`src/rtl/npu_pkg.sv`:
```
// npu_pkg: definitions shared by the NPU output writer and its word FIFO.
// It holds the writer FSM state encoding, the byte-lane and word widths,
// and the reset values for the job-level range statistics.
package npu_pkg;

    typedef enum logic [1:0] {
        ST_IDLE  = 2'd0,
        ST_RUN   = 2'd1,
        ST_FLUSH = 2'd2
    } wr_state_t;

    localparam int LANE_W = 8;                // one quantized result byte
    localparam int WORD_W = 32;               // one output-buffer word
    localparam int BE_W   = WORD_W / LANE_W;  // byte enables per word

    // Statistics start at the opposite extremes so that the first sample wins.
    localparam logic signed [15:0] STAT_MAX_INIT = 16'sh8000;
    localparam logic signed [15:0] STAT_MIN_INIT = 16'sh7FFF;

endpackage

```
`src/rtl/npu_wfifo.sv`:
```
// npu_wfifo: synchronous word FIFO that sits between the byte packer and the
// output-buffer RAM write port. Each entry holds {address, data, byte enables}.
// Ports:
//   i_clk, i_rst_n          clock, asynchronous active-low reset
//   i_push, i_addr/data/be  write side; the entry is dropped when full unless
//                           a pop happens in the same cycle
//   i_pop                   consume the head entry
//   o_addr/data/be          head entry (all zero while empty)
//   o_full, o_empty, o_count  occupancy flags and entry count
module npu_wfifo
    import npu_pkg::*;
#(
    parameter int DEPTH  = 4,
    parameter int ADDR_W = 16
) (
    input  logic                    i_clk,
    input  logic                    i_rst_n,
    input  logic                    i_push,
    input  logic [ADDR_W-1:0]       i_addr,
    input  logic [WORD_W-1:0]       i_data,
    input  logic [BE_W-1:0]         i_be,
    input  logic                    i_pop,
    output logic [ADDR_W-1:0]       o_addr,
    output logic [WORD_W-1:0]       o_data,
    output logic [BE_W-1:0]         o_be,
    output logic                    o_full,
    output logic                    o_empty,
    output logic [$clog2(DEPTH):0]  o_count
);

    localparam int PW = $clog2(DEPTH);

    logic [ADDR_W-1:0] r_mem_addr [DEPTH];
    logic [WORD_W-1:0] r_mem_data [DEPTH];
    logic [BE_W-1:0]   r_mem_be   [DEPTH];
    logic [PW:0]       r_wptr;
    logic [PW:0]       r_rptr;
    logic [PW:0]       w_count;
    logic              w_wr;
    logic              w_rd;

    // Pointers carry one extra wrap bit so full and empty are distinguishable.
    assign w_count = r_wptr - r_rptr;
    assign o_count = w_count;
    assign o_full  = (w_count == (PW+1)'(DEPTH));
    assign o_empty = (w_count == '0);

    // A push while full is still legal when the head leaves in the same cycle.
    assign w_wr = i_push & (~o_full | i_pop);
    assign w_rd = i_pop & ~o_empty;

    always_ff @(posedge i_clk or negedge i_rst_n) begin
        if (!i_rst_n) begin
            r_wptr <= '0;
            r_rptr <= '0;
        end else begin
            if (w_wr) r_wptr <= r_wptr + 1'b1;
            if (w_rd) r_rptr <= r_rptr + 1'b1;
        end
    end

    always_ff @(posedge i_clk) begin
        if (w_wr) begin
            r_mem_addr[r_wptr[PW-1:0]] <= i_addr;
            r_mem_data[r_wptr[PW-1:0]] <= i_data;
            r_mem_be[r_wptr[PW-1:0]]   <= i_be;
        end
    end

    // Head is masked while empty so the write port idles at all-zero.
    assign o_addr = o_empty ? '0 : r_mem_addr[r_rptr[PW-1:0]];
    assign o_data = o_empty ? '0 : r_mem_data[r_rptr[PW-1:0]];
    assign o_be   = o_empty ? '0 : r_mem_be[r_rptr[PW-1:0]];

endmodule

```
`src/rtl/npu_out_writer.sv`:
```
// npu_out_writer: collects the NPU core's quantized byte stream, packs it
// little-endian into 32-bit words, and writes them to the output buffer RAM
// through a ready/valid port buffered by a small word FIFO. It also tracks
// the job-level signed max/min of the per-sample range values.
// Ports:
//   CLK, RESET_X, SOFT_RESET     clock; async active-low reset; active-high soft reset
//   START, BASE_ADDR, LENGTH     job start pulse, first word address, length in bytes
//   IN_EN, IN_DATA               result byte stream from the core
//   RMAX_IN, RMIN_IN             signed per-sample range values, sampled with IN_EN
//   WR_EN/READY/ADDR/DATA/BE     output buffer write port
//   BUSY, DONE, BYTE_CNT         job status
//   OVERFLOW                     sticky word-drop flag
//   STAT_MAX, STAT_MIN           job-level range statistics
module npu_out_writer
    import npu_pkg::*;
#(
    parameter int FIFO_DEPTH = 4,
    parameter int ADDR_W     = 16
) (
    input  logic                     CLK,
    input  logic                     RESET_X,
    input  logic                     SOFT_RESET,
    input  logic                     START,
    input  logic [ADDR_W-1:0]        BASE_ADDR,
    input  logic [15:0]              LENGTH,
    input  logic                     IN_EN,
    input  logic [LANE_W-1:0]        IN_DATA,
    input  logic signed [15:0]       RMAX_IN,
    input  logic signed [15:0]       RMIN_IN,
    output logic                     WR_EN,
    input  logic                     WR_READY,
    output logic [ADDR_W-1:0]        WR_ADDR,
    output logic [WORD_W-1:0]        WR_DATA,
    output logic [BE_W-1:0]          WR_BE,
    output logic                     BUSY,
    output logic                     DONE,
    output logic [15:0]              BYTE_CNT,
    output logic                     OVERFLOW,
    output logic signed [15:0]       STAT_MAX,
    output logic signed [15:0]       STAT_MIN
);

    function automatic logic signed [15:0] f_smax(input logic signed [15:0] a,
                                                  input logic signed [15:0] b);
        return (a > b) ? a : b;
    endfunction

    function automatic logic signed [15:0] f_smin(input logic signed [15:0] a,
                                                  input logic signed [15:0] b);
        return (a < b) ? a : b;
    endfunction

    wr_state_t                r_state;
    wr_state_t                w_state_nxt;
    logic                     w_done_nxt;
    logic                     r_done;
    logic [ADDR_W-1:0]        r_base;
    logic [15:0]              r_len;
    logic [15:0]              r_byte_cnt;
    logic [WORD_W-1:0]        r_pack_data;
    logic [BE_W-1:0]          r_pack_be;
    logic                     r_ovf;
    logic signed [15:0]       r_stat_max;
    logic signed [15:0]       r_stat_min;

    logic                     w_rst_n;
    logic                     w_start;
    logic                     w_accept;
    logic [1:0]               w_lane;
    logic                     w_last;
    logic                     w_push;
    logic [WORD_W-1:0]        w_word;
    logic [BE_W-1:0]          w_be;
    logic [ADDR_W-1:0]        w_push_addr;
    logic                     w_pop;
    logic                     w_fifo_full;
    logic                     w_fifo_empty;
    logic [$clog2(FIFO_DEPTH):0] w_fifo_count;

    // Soft reset acts exactly like the hard reset, asynchronously.
    assign w_rst_n = RESET_X & ~SOFT_RESET;

    assign w_start  = (r_state == ST_IDLE) & START;
    assign w_accept = (r_state == ST_RUN) & IN_EN;
    assign w_lane   = r_byte_cnt[1:0];
    assign w_last   = ((r_byte_cnt + 16'd1) == r_len);

    // The incoming byte is merged combinationally so a closing byte can be
    // pushed on the same edge that samples it.
    assign w_word      = r_pack_data | (WORD_W'(IN_DATA) << {w_lane, 3'b000});
    assign w_be        = r_pack_be | (BE_W'(1) << w_lane);
    assign w_push      = w_accept & ((w_lane == 2'd3) | w_last);
    assign w_push_addr = r_base + ADDR_W'(r_byte_cnt[15:2]);

    assign w_pop = WR_EN & WR_READY;

    npu_wfifo #(
        .DEPTH  (FIFO_DEPTH),
        .ADDR_W (ADDR_W)
    ) u_wfifo (
        .i_clk   (CLK),
        .i_rst_n (w_rst_n),
        .i_push  (w_push),
        .i_addr  (w_push_addr),
        .i_data  (w_word),
        .i_be    (w_be),
        .i_pop   (w_pop),
        .o_addr  (WR_ADDR),
        .o_data  (WR_DATA),
        .o_be    (WR_BE),
        .o_full  (w_fifo_full),
        .o_empty (w_fifo_empty),
        .o_count (w_fifo_count)
    );

    assign WR_EN = ~w_fifo_empty;

    always_comb begin
        w_state_nxt = r_state;
        w_done_nxt  = 1'b0;
        case (r_state)
            ST_IDLE: begin
                if (START) begin
                    if (LENGTH != 16'd0) w_state_nxt = ST_RUN;
                    else                 w_done_nxt  = 1'b1;
                end
            end
            ST_RUN: begin
                if (w_accept && w_last) w_state_nxt = ST_FLUSH;
            end
            ST_FLUSH: begin
                // Leave as the last entry is handed over so DONE lands in the
                // cycle right after the final write handshake.
                if (w_fifo_empty || (w_fifo_count == 1 && w_pop)) begin
                    w_state_nxt = ST_IDLE;
                    w_done_nxt  = 1'b1;
                end
            end
            default: w_state_nxt = ST_IDLE;
        endcase
    end

    always_ff @(posedge CLK or negedge w_rst_n) begin
        if (!w_rst_n) begin
            r_state <= ST_IDLE;
            r_done  <= 1'b0;
        end else begin
            r_state <= w_state_nxt;
            r_done  <= w_done_nxt;
        end
    end

    always_ff @(posedge CLK or negedge w_rst_n) begin
        if (!w_rst_n) begin
            r_base      <= '0;
            r_len       <= '0;
            r_byte_cnt  <= '0;
            r_pack_data <= '0;
            r_pack_be   <= '0;
            r_ovf       <= 1'b0;
            r_stat_max  <= '0;
            r_stat_min  <= '0;
        end else begin
            if (w_start) begin
                r_base      <= BASE_ADDR;
                r_len       <= LENGTH;
                r_byte_cnt  <= '0;
                r_pack_data <= '0;
                r_pack_be   <= '0;
                r_ovf       <= 1'b0;
                r_stat_max  <= STAT_MAX_INIT;
                r_stat_min  <= STAT_MIN_INIT;
            end else if (w_accept) begin
                r_byte_cnt <= r_byte_cnt + 16'd1;
                r_stat_max <= f_smax(r_stat_max, RMAX_IN);
                r_stat_min <= f_smin(r_stat_min, RMIN_IN);
                if (w_push) begin
                    r_pack_data <= '0;
                    r_pack_be   <= '0;
                    // Word is lost when no slot frees up this cycle.
                    if (w_fifo_full && !w_pop) r_ovf <= 1'b1;
                end else begin
                    r_pack_data <= w_word;
                    r_pack_be   <= w_be;
                end
            end
        end
    end

    assign BUSY     = (r_state != ST_IDLE);
    assign DONE     = r_done;
    assign BYTE_CNT = r_byte_cnt;
    assign OVERFLOW = r_ovf;
    assign STAT_MAX = r_stat_max;
    assign STAT_MIN = r_stat_min;

endmodule

```
`config.mk`:
```
export PLATFORM = sky130hd
export DESIGN_NAME = npu_out_writer
export DESIGN_NICKNAME = d
export VERILOG_FILES = /design/src/rtl/npu_pkg.sv /design/src/rtl/npu_wfifo.sv /design/src/rtl/npu_out_writer.sv
export SDC_FILE = /design/constraint.sdc
export NUM_CORES = 1
export LEC_CHECK = 0
export BUFFER_PORTS_ARGS = -buffer_cell sky130_fd_sc_hd__buf_2
export CELL_PAD_IN_SITES_DETAIL_PLACEMENT = 1
export CELL_PAD_IN_SITES_GLOBAL_PLACEMENT = 1
export CORE_MARGIN = 2
export CORE_UTILIZATION = 35
export CTS_CLUSTER_DIAMETER = 60
export DETAILED_ROUTE_END_ITERATION = 10
export HOLD_SLACK_MARGIN = 0.02
export PLACE_DENSITY = 0.72
export SLEW_MARGIN = 15
export SYNTH_ARGS = -nofsm -noshare
export SYNTH_HDL_FRONTEND = slang
export SYNTH_SLANG_ARGS = --single-unit
```
`constraint.sdc`:
```
create_clock -name CLK -period 14 [get_ports CLK]
set_input_delay 2.8 -clock CLK [delete_from_list [all_inputs] [get_ports CLK]]
set_output_delay 2.8 -clock CLK [all_outputs]
set_load 0.05 [all_outputs]
```
==> key figures <==
Global route
  • Largest net degree at the start of global routing: 70
  • Vias in the first global route: 11420
  • First-pass GRT wire length: 65270 um
  • GRT Overall Usage: 0.1776
  • Overflow after GRT: 0
  • Initial antenna violation count: 1

Setup path
  • Max incr delay on CP: 730 ps
  • Worst Setup Path Type: flop to primary output
  • Critical Path End Type: primary output
  • Worst-path maximum fanout: 55
  • Slowest-stage cell, CP: nand3_2
  • CP Data Required Time: 11200 ps
  • Startpoint types: flop
  • CP cell instances: ha_1, fa_1, xor2_1, xnor2_1, nand3_2, and2_1, buf_2
  • Crit path arrival time: 3620 ps

Clocking
  • Setup bufs post-CTS: 0
  • Clock transition at path regs: 60 ps
  • Number of hold buffers added after CTS: 0
  • CTS sink count: 334
  • Clock latency at the later pin of the worst-skew pair: 570 ps
  • H-Tree Depth: 2
  • Root buffer cell: clkbuf_16
  • Clock tree from TritonCTS: done
  • CTS Buf Count: 41
  • Clock Tree Buf Depth: 3
  • Post-CTS resize count: 0

STA
  • Max Clock Freq: 155.7 MHz
  • Worst Tran Pin Value: 1184 ps
  • RSZ-0062 raised after global routing: false
  • Pins Over Slew Limit: 0
  • Final hold viol count: 0
  • Final setup violation count: 0
  • Min Clock Period, post-route: 6424 ps
  • Fin crit share: 0.4588
  • Worst slew margin: 0.2078
  • Setup_tns: 0 ps
  • Final Skew: 38.92 ps

Placed design
  • Placer Congestion: 0.7711
  • Hpwl dp: 26750 um
  • Placed Cells: 1950
  • Placed inst area: 17240 um2
  • Port Buf Inserts: 181

Yosys
  • Yosys cell types: 72
  • Post-synthesis net count: 1377
  • Top cells by area, synth: edfxtp_1 40%, dfrtp_1 20%, mux4_2 7.4%, ha_1 4.4%, nand2_1 3.2%
  • Yosys top cell by area: edfxtp_1
  • Yosys reg bits: 334
  • Mapped cell area: 15780 um2
  • Register area share after synthesis: 0.5958
  • EDFF count, synth: 208
  • Asr flop ratio synth: 0.3772
  • Dominant synthesized flop cell: edfxtp_1
  • YS warnings: 0
  • Post-Syn Instances: 1242
  • Synth top area share: 0.3959
  • Syn avg cell area: 12.70 um2

Flow run
  • Max-cap viol count: 0

Power
  • PwrDens: 247.3 nW/um2
  • Pint: 2.562 mW
  • Clock share of power: 0.230
  • Net Switching: 2.041 mW
  • Seq pwr share: 0.311
  • Leak Pwr: 7.821 nW
  • Worst VDD drop: 158.6 uV
  • Sw Share: 0.4434
  • Logic pwr share: 0.459

Worst hold path
  • Worst min path class: flop to flop

Floorplan
  • # rows: 77
  • Initial Util: 0.3560
  • I/O Pins: 182
  • DIE AREA: 46790 um2
  • Die Y-Extent: 216.3 um
  • Core area: 44320 um2
  • Horiz. Die Dim: 216.3 um

Route
  • DR iter-0 viols: 541
  • Post-route DRC: 0
  • Post-route ant nets: 0
  • Vias/cell: 5.210
  • DR pass1 iterations: 4
  • Via Count: 10550
  • Drt total wl: 40880 um
  • WL/cell: 20.20 um

Final layout
  • Nets: 1536
  • Diodes inserted: 0
  • Area growth from synthesis to layout: 17.98%
  • Finished Layout Cells: 2024
  • Layout cells sized above 1: 0.2353
  • Design area: 18610 um2

Outcome
  • Status: finished, final reports clean
==> placed cells by master (no fill, tap or decap), drive strengths merged, types with 4 or more instances in the layout <==
| cell | instances |
|---|---|
| nor4 | 7 |
| nor2 | 64 |
| xor2 | 9 |
| o21ai | 80 |
| o22ai | 4 |
| a31oi | 35 |
| mux4 | 52 |
| o311ai | 14 |
| dfrtp | 126 |
| xnor2 | 30 |
| nand4 | 13 |
| or2 | 5 |
| nor2b | 5 |
| a21oi | 28 |
| ha | 55 |
| edfxtp | 208 |
| nand2b | 4 |
| and3 | 6 |
| buf | 193 |
| a21o | 45 |
| inv | 54 |
| nand4b | 15 |
| clkinv | 11 |
| o21a | 5 |
| o211ai | 6 |
| clkbuf | 55 |
| nand2 | 136 |
| and2 | 60 |
| nor3 | 14 |
| bufinv | 4 |
| nand3 | 29 |
| a211o | 15 |
==> cell usage after synthesis (27+ instances only) <==
library cell and instances:
edfxtp_1 208, nand2_1 136, dfrtp_1 126, o21ai_0 80
nor2_1 63, and2_1 59, ha_1 55, clkbuf_1 54
mux4_2 52, inv_1 51, a21o_1 45, a31oi_1 35
xnor2_1 30, nand3_1 28, a21oi_1 27
==> critical path, delay by kind of cell (launching register included) <==
kind	cells	cell delay [ps]
buf+inv	1	220
simple gates	2	1150
fa+ha+maj	2	680
flops	1	560
xor+xnor	2	430
==> through the flow <==
| stage | setup WS [ps] | power [mW] | util | hold slack [ps] |
|---|---|---|---|---|
| after floorplan | 3259 | 3.041 | - | 449.7 |
| after global placement | 8089 | 3.521 | 0.3891 | 466.4 |
| after detailed placement | 8054 | 3.588 | 0.3891 | 472.7 |
| after CTS | 7440 | 4.667 | 0.4199 | 490.0 |
| after global routing | 7235 | 4.862 | 0.4200 | 517.2 |
| final | 7576 | 4.602 | 0.4200 | 484.0 |
==> sequential cells by signal, indices dropped and copies added (netlist names) <==
register and cells:
u_wfifo.r_mem_data 128, u_wfifo.r_mem_addr 64, r_pack_data 32, BYTE_CNT 16
STAT_MAX 16, STAT_MIN 16, r_base 16, r_len 16
u_wfifo.r_mem_be 16, r_pack_be 4, u_wfifo.r_rptr 3, u_wfifo.r_wptr 3
r_state 2, DONE 1, OVERFLOW 1
==> logic make-up (layout without fill, tap and decap cells) <==
family / Yosys count / count (layout) / share of synthesized area
DFF: 334 / 334 / 0.5958
muxes: 54 / 54 / 0.07559
and+or+nand+nor: 372 / 372 / 0.1208
AOI/OAI and AO/OA: 258 / 258 / 0.1076
buffers and inverters: 128 / 318 / 0.03188
xor gates and xnor gates: 39 / 39 / 0.02213
adders and majority gates: 57 / 57 / 0.04616
==> routing by layer <==
layer  up-vias  share of wire  global-route usage
li1       4941              -                   -
met1      5315           0.44              0.2373
met2       228           0.49              0.2964
met3        59          0.048             0.03046
met4         2          0.021             0.05365
met5         -        0.00039                   0
==> cell type report <==
cell class | count | area (um2)
multi-input combinational | 780 | 5913
inverter | 51 | 191.4
clock inverter | 19 | 257.7
sequential | 334 | 9404
fill | 4702 | 25710
clock buffer | 55 | 1109
tap | 592 | 740.7
timing repair buffer | 193 | 996.0
==> power by group through the flow <==
| stage | clock (mW) | combinational (mW) | sequential (mW) |
|---|---|---|---|
| finish | 1.06 | 2.11 | 1.43 |
| global route | 1.12 | 2.28 | 1.46 |
| CTS | 1.09 | 2.15 | 1.43 |
| detailed placement | 0 | 2.14 | 1.45 |
| global placement | 0 | 2.08 | 1.44 |
| floorplan | 0 | 1.47 | 1.58 |
==> worst paths after layout <==
check | from | endpoint | slack [ps] | depth (start not counted)
max in group asynchronous | SOFT_RESET | STAT_MIN[3] | 9990 | 4
hold reg to reg | r_base[5] | r_base[5] | 480 | 2
setup / recovery | u_wfifo.r_rptr[0] | WR_DATA[11] | 7580 | 7
min in group asynchronous | RESET_X | r_pack_be[2] | 2560 | 3
setup reg to reg | BYTE_CNT[0] | u_wfifo.r_mem_data[3][20] | 9260 | 8
hold / removal | r_base[5] | r_base[5] | 480 | 2
(Power assumes the default switching activity.)
